===== src/rtl/segre_mem_arbiter.sv =====
// Two-requester memory arbiter: I-cache line fills and D-cache fills/writebacks share one memory
// port, one transaction at a time. Define SEGRE_MEM_ARB_RR_EN for round-robin, else D-cache wins.
module segre_mem_arbiter #(
   parameter int unsigned ADDR_SIZE       = 32,
   parameter int unsigned CACHE_LINE_SIZE = 128
) (
   input  logic                       clk_i,
   input  logic                       rsn_i,
   // I-cache side
   input  logic                       ic_req_i,
   input  logic [ADDR_SIZE-1:0]       ic_addr_i,
   output logic                       ic_gnt_o,
   output logic                       ic_rvalid_o,
   output logic [CACHE_LINE_SIZE-1:0] ic_rdata_o,
   // D-cache side
   input  logic                       dc_req_i,
   input  logic                       dc_we_i,
   input  logic [ADDR_SIZE-1:0]       dc_addr_i,
   input  logic [CACHE_LINE_SIZE-1:0] dc_wdata_i,
   output logic                       dc_gnt_o,
   output logic                       dc_rvalid_o,
   output logic [CACHE_LINE_SIZE-1:0] dc_rdata_o,
   // Memory side
   output logic                       mem_req_o,
   output logic                       mem_we_o,
   output logic [ADDR_SIZE-1:0]       mem_addr_o,
   output logic [CACHE_LINE_SIZE-1:0] mem_wdata_o,
   input  logic                       mem_gnt_i,
   input  logic                       mem_rvalid_i,
   input  logic [CACHE_LINE_SIZE-1:0] mem_rdata_i,
   output logic                       busy_o
);

   localparam int unsigned OffW = $clog2(CACHE_LINE_SIZE / 8);
   localparam logic [ADDR_SIZE-1:0] AddrMask = {ADDR_SIZE{1'b1}} << OffW;

   typedef enum logic [1:0] {StIdle, StReq, StWait} state_e;
   typedef enum logic {OwnIc, OwnDc} owner_e;

   state_e                     state_q, state_d;
   owner_e                     owner_q, owner_d;
   logic                       we_q, we_d;
   logic [ADDR_SIZE-1:0]       addr_q, addr_d;
   logic [CACHE_LINE_SIZE-1:0] wdata_q, wdata_d;
   logic                       any_req;
   logic                       grant_dc;

   assign any_req = ic_req_i | dc_req_i;

`ifdef SEGRE_MEM_ARB_RR_EN
   // Remembers whether the D-cache was served last; ties go to the other requester.
   logic last_dc_q, last_dc_d;

   always_comb begin
      if (ic_req_i && dc_req_i) begin
         grant_dc = ~last_dc_q;
      end else begin
         grant_dc = dc_req_i;
      end
   end
`else
   assign grant_dc = dc_req_i;
`endif

   always_comb begin
      state_d     = state_q;
      owner_d     = owner_q;
      we_d        = we_q;
      addr_d      = addr_q;
      wdata_d     = wdata_q;
`ifdef SEGRE_MEM_ARB_RR_EN
      last_dc_d   = last_dc_q;
`endif
      ic_gnt_o    = 1'b0;
      dc_gnt_o    = 1'b0;
      ic_rvalid_o = 1'b0;
      dc_rvalid_o = 1'b0;
      ic_rdata_o  = '0;
      dc_rdata_o  = '0;
      mem_req_o   = 1'b0;
      mem_we_o    = 1'b0;
      mem_addr_o  = '0;
      mem_wdata_o = '0;

      unique case (state_q)
         StIdle: begin
            // Gate with reset so no grant leaks out while reset is held.
            if (any_req && rsn_i) begin
               state_d = StReq;
`ifdef SEGRE_MEM_ARB_RR_EN
               last_dc_d = grant_dc;
`endif
               if (grant_dc) begin
                  dc_gnt_o = 1'b1;
                  owner_d  = OwnDc;
                  addr_d   = dc_addr_i & AddrMask;
                  we_d     = dc_we_i;
                  wdata_d  = dc_wdata_i;
               end else begin
                  ic_gnt_o = 1'b1;
                  owner_d  = OwnIc;
                  addr_d   = ic_addr_i & AddrMask;
                  we_d     = 1'b0;
                  wdata_d  = '0;
               end
            end
         end
         StReq: begin
            mem_req_o   = 1'b1;
            mem_we_o    = we_q;
            mem_addr_o  = addr_q;
            mem_wdata_o = wdata_q;
            if (mem_gnt_i) begin
               state_d = StWait;
            end
         end
         StWait: begin
            if (mem_rvalid_i) begin
               state_d = StIdle;
               if (owner_q == OwnDc) begin
                  dc_rvalid_o = 1'b1;
                  // Writeback completion carries no data.
                  dc_rdata_o  = we_q ? '0 : mem_rdata_i;
               end else begin
                  ic_rvalid_o = 1'b1;
                  ic_rdata_o  = mem_rdata_i;
               end
            end
         end
         default: begin
            state_d = StIdle;
         end
      endcase
   end

   assign busy_o = (state_q != StIdle);

   always_ff @(posedge clk_i or negedge rsn_i) begin
      if (!rsn_i) begin
         state_q   <= StIdle;
         owner_q   <= OwnIc;
         we_q      <= 1'b0;
         addr_q    <= '0;
         wdata_q   <= '0;
`ifdef SEGRE_MEM_ARB_RR_EN
         last_dc_q <= 1'b1;
`endif
      end else begin
         state_q   <= state_d;
         owner_q   <= owner_d;
         we_q      <= we_d;
         addr_q    <= addr_d;
         wdata_q   <= wdata_d;
`ifdef SEGRE_MEM_ARB_RR_EN
         last_dc_q <= last_dc_d;
`endif
      end
   end

endmodule


===== config.mk =====
export PLATFORM = sky130hd
export DESIGN_NAME = segre_mem_arbiter
export DESIGN_NICKNAME = d
export VERILOG_FILES = /design/src/rtl/segre_mem_arbiter.sv
export SDC_FILE = /design/constraint.sdc
export NUM_CORES = 1
export LEC_CHECK = 0
export ABC_CLOCK_PERIOD_IN_PS = 2100
export CAP_MARGIN = 20
export CORE_AREA = 4 4 291 293
export DETAILED_ROUTE_END_ITERATION = 10
export DIE_AREA = 0 0 295 297
export PLACE_DENSITY = 0.38
export SLEW_MARGIN = 20
export SYNTH_ARGS = -nofsm -noshare
export SYNTH_HDL_FRONTEND = slang
export SYNTH_SLANG_ARGS = --single-unit

===== constraint.sdc =====
create_clock -name clk_i -period 2.1 [get_ports clk_i]
set_input_delay 0.42 -clock clk_i [delete_from_list [all_inputs] [get_ports clk_i]]
set_output_delay 0.42 -clock clk_i [all_outputs]
set_load 0.02 [all_outputs]

==> flow_summary.ini <==
[critical_path]
regToRegStartpoint = state_q[1]
timing.critical_path.slowest_stage_cell = sky130_fd_sc_hd__dfrtp_1
critical_path_depth = 7
critical_path.startpoint = state_q[0]
critical_path_arrival_ns = 2.05
critical_path.reg2reg.endpoint = wdata_q[45]
worst_setup_path_end_kind = output pin
worst_path_largest_cell_delay_ns = 0.39
critical_path.cell_chain = nand2b_4 > nor3b_4 > buf_4 > clkbuf_16 > buf_4 > and2_1 > buf_4
worst_path_most_repeated_cell = sky130_fd_sc_hd__buf_4
timing.critical_path.required_ns = 1.68
startpoint_type = flip-flop
criticalPathCategory = flip-flop to output pin
crit_path_max_fanout = 7
r2r.worst_path.cells = 6
r2r_slack_ns = 0.34
timing.critical_path.max_delay_family = buffers and inverters
worstPathBufferInverterCount = 4
crit_path_end = ic_rdata_o[127]

[worst_hold_path]
type_of_the_tightest_min_delay_check = primary input to async pin

[timing]
post-route-min-period_ns = 2.469
max_clock_freq_mhz = 405.1
clock_skew_ns = 0.01723
final_layout_setup_total_negative_slack_ns = -105.26
holdWs_ns = 0.07503
timing_hold_violations_final = 0
tightestPinTransition_ns = 0.5722
setup_repair_after_global_routing_missed_its_margin = true
finalSetupViolCount = 401
timing.final.crit_share_pct = 117.6
finalMaxSlewViolations = 0
postLayoutSetupSlackWorst_ns = -0.3687
slew_headroom_pct = 61.85

[synth]
netlist_instances = 1131
yosys.area.top_type = sky130_fd_sc_hd__dfrtp_1
postSynthRegisterBits = 160
synthesis.area_sq_um = 9827
post-synth-top-area-fraction_pct = 40.74
synth_seq_area_share_pct = 40.74
synth.top_cells.by_area = sky130_fd_sc_hd__dfrtp_1, sky130_fd_sc_hd__mux2i_1, sky130_fd_sc_hd__and2_1
yosysWarnings = 0
synth.distinct_cells = 21
postSynthAreaPerCell_sq_um = 8.689

[clocking]
htreeDepth = 4
cts.sink_count = 160
tritoncts_clock_tree = built
insertion_delay_ns = 0.47
clock_path_buffers = 2
cts_made_buffers = 17
clock-root-buffer = sky130_fd_sc_hd__clkbuf_16
path_clk_slew_ns = 0.07

[global_route]
global_routing_s_busiest_layer = met2
grt_first_pass_wirelength_mm = 88.61
grt_util_met1_pct = 13.99
grt_remaining_overflow = 0
grt_start_max_net_pins = 90
grtUsageMet2_pct = 26.82
antenna_found_initial = 24
grt_use_met3_pct = 5.316
number_of_global_route_vias_before_repair = 11599
track_usage_pct = 14.08

[floorplanning]
floorplan.initialDensity_pct = 12.01
fp-row-count = 105
chipWidth_um = 295
die_height_um = 297
fp.coreArea_sq_um = 81850
die_area_sq_um = 87620
boundaryPins = 750

[outcome]
run_status = finished with violations
failed_checks = setup timing

[placed_design]
placed_area_sq_um = 18990
routabilityCongestion = 0.8581
place_worst_setup_slack_ns = -0.7354
buffer_ports.inserted = 737
dp_hpwl_mm = 53.26
placedCellCount = 2919

[route]
drt_first_pass_iters = 4
per_cell_routed_wire_length_um = 21.81
dr.first_iter.drc_count = 311
via_density_per_instance = 3.610
drt-total-wl_mm = 65.16
drcViolationCount = 0
detailroute.via_count = 10787
postRouteAntennaNets = 0

[layout]
final_cells = 2988
layout-drive-gt1-share_pct = 28.04
mostFrequentLayoutCell = sky130_fd_sc_hd__clkdlybuf4s50_1
most-common-layout-cells = sky130_fd_sc_hd__clkdlybuf4s50_1, sky130_fd_sc_hd__buf_4, sky130_fd_sc_hd__dfrtp_1
final_design_area_no_fill_sq_um = 19960
final_core_util_pct = 24.39
nets = 2222
area_growth_syn_to_layout_pct = 103.1

[pwr]
power.density_nw_per_um2 = 903.4
peakVddDrop_uv = 590.0
totalPowerFinal_mw = 18.04
cellLeakagePower_nw = 10.42

[run]
maxCapViolations = 0
-- worst min path at each step --
| stage | startpoint | to | slack, ns |
|---|---|---|---|
| 6_report | rsn_i | wdata_q[20] | 0.08 |
| 5_1_grt | rsn_i | wdata_q[20] | 0.09 |
| 4_1_cts | rsn_i | wdata_q[18] | 0.06 |
| 3_5_place_dp | addr_q[15] | addr_q[15] | 0.49 |
| 3_3_place_gp | addr_q[8] | addr_q[8] | 0.48 |
| 2_1_floorplan | rsn_i | addr_q[10] | 0.12 |
-- synthesized netlist by cell type --
master                     count
sky130_fd_sc_hd__buf_4        11
sky130_fd_sc_hd__and3_1      129
sky130_fd_sc_hd__buf_2        27
sky130_fd_sc_hd__o211ai_2      1
sky130_fd_sc_hd__inv_1       131
sky130_fd_sc_hd__and4b_1       1
sky130_fd_sc_hd__clkbuf_1     27
sky130_fd_sc_hd__nor2_2        1
sky130_fd_sc_hd__nor3b_2       1
sky130_fd_sc_hd__nor2_1      130
sky130_fd_sc_hd__dfrtp_1     160
sky130_fd_sc_hd__mux2_2       56
sky130_fd_sc_hd__clkbuf_2     22
sky130_fd_sc_hd__nand2b_1      2
sky130_fd_sc_hd__mux2i_1     129
sky130_fd_sc_hd__conb_1        1
sky130_fd_sc_hd__a21o_1        1
sky130_fd_sc_hd__buf_6        13
sky130_fd_sc_hd__and2_1      156
sky130_fd_sc_hd__nand2_1     130
sky130_fd_sc_hd__o21ai_0       2
-- area by class of cell --
class | instances | area, sq um
Tap cell | 1070 | 1339
Fill cell | 8975 | 61880
Clock buffer | 18 | 439.2
Sequential cell | 160 | 4006
Antenna cell | 10 | 25.02
Timing Repair Buffer | 842 | 8422
Multi-Input combinational cell | 743 | 5046
Inverter | 131 | 493.0
Clock inverter | 14 | 192.7
-- cells by family (layout without fill, tap and decap cells) --
kind of cell	Yosys count	in the layout	synth area share [%]
flops	160	160	40.74
compound gates	4	4	0.3056
other cells	1	14	0.03816
simple gates	550	550	28.50
buf+inv	231	1005	10.86
mux	185	185	19.56
-- state kept, by name, indices dropped and copies added (netlist names) --
name and cells:
we_q 1, wdata_q 128, state_q 2, addr_q 28
owner_q 1
-- per-layer routing --
metal | routed length (um) | part of all wire [%]
met1 | 22930 | 35
met2 | 34650 | 53
met3 | 5714 | 8.8
met4 | 1814 | 2.8
met5 | 41 | 0.063
-- where the power goes --
group | internal, mW | switching (mW)
Sequential | 4.52 | 0.449
Clock | 1.95 | 1.54
Combinational | 4.23 | 5.35
Total | 10.7 | 7.34
-- timing repair --
| item | CTS | global route |
|---|---|---|
| endpoints found under the hold margin | 15 | 0 |
| hold buffers | 1 | 0 |
| setup endpoints to repair | 418 | 418 |
| setup buffers | 11 | 8 |
| gates cloned | 6 | 4 |
| gates resized for setup | 1009 | 338 |
| pin swaps | 5 | 11 |
Note: power is estimated with default switching activity, not from simulation.
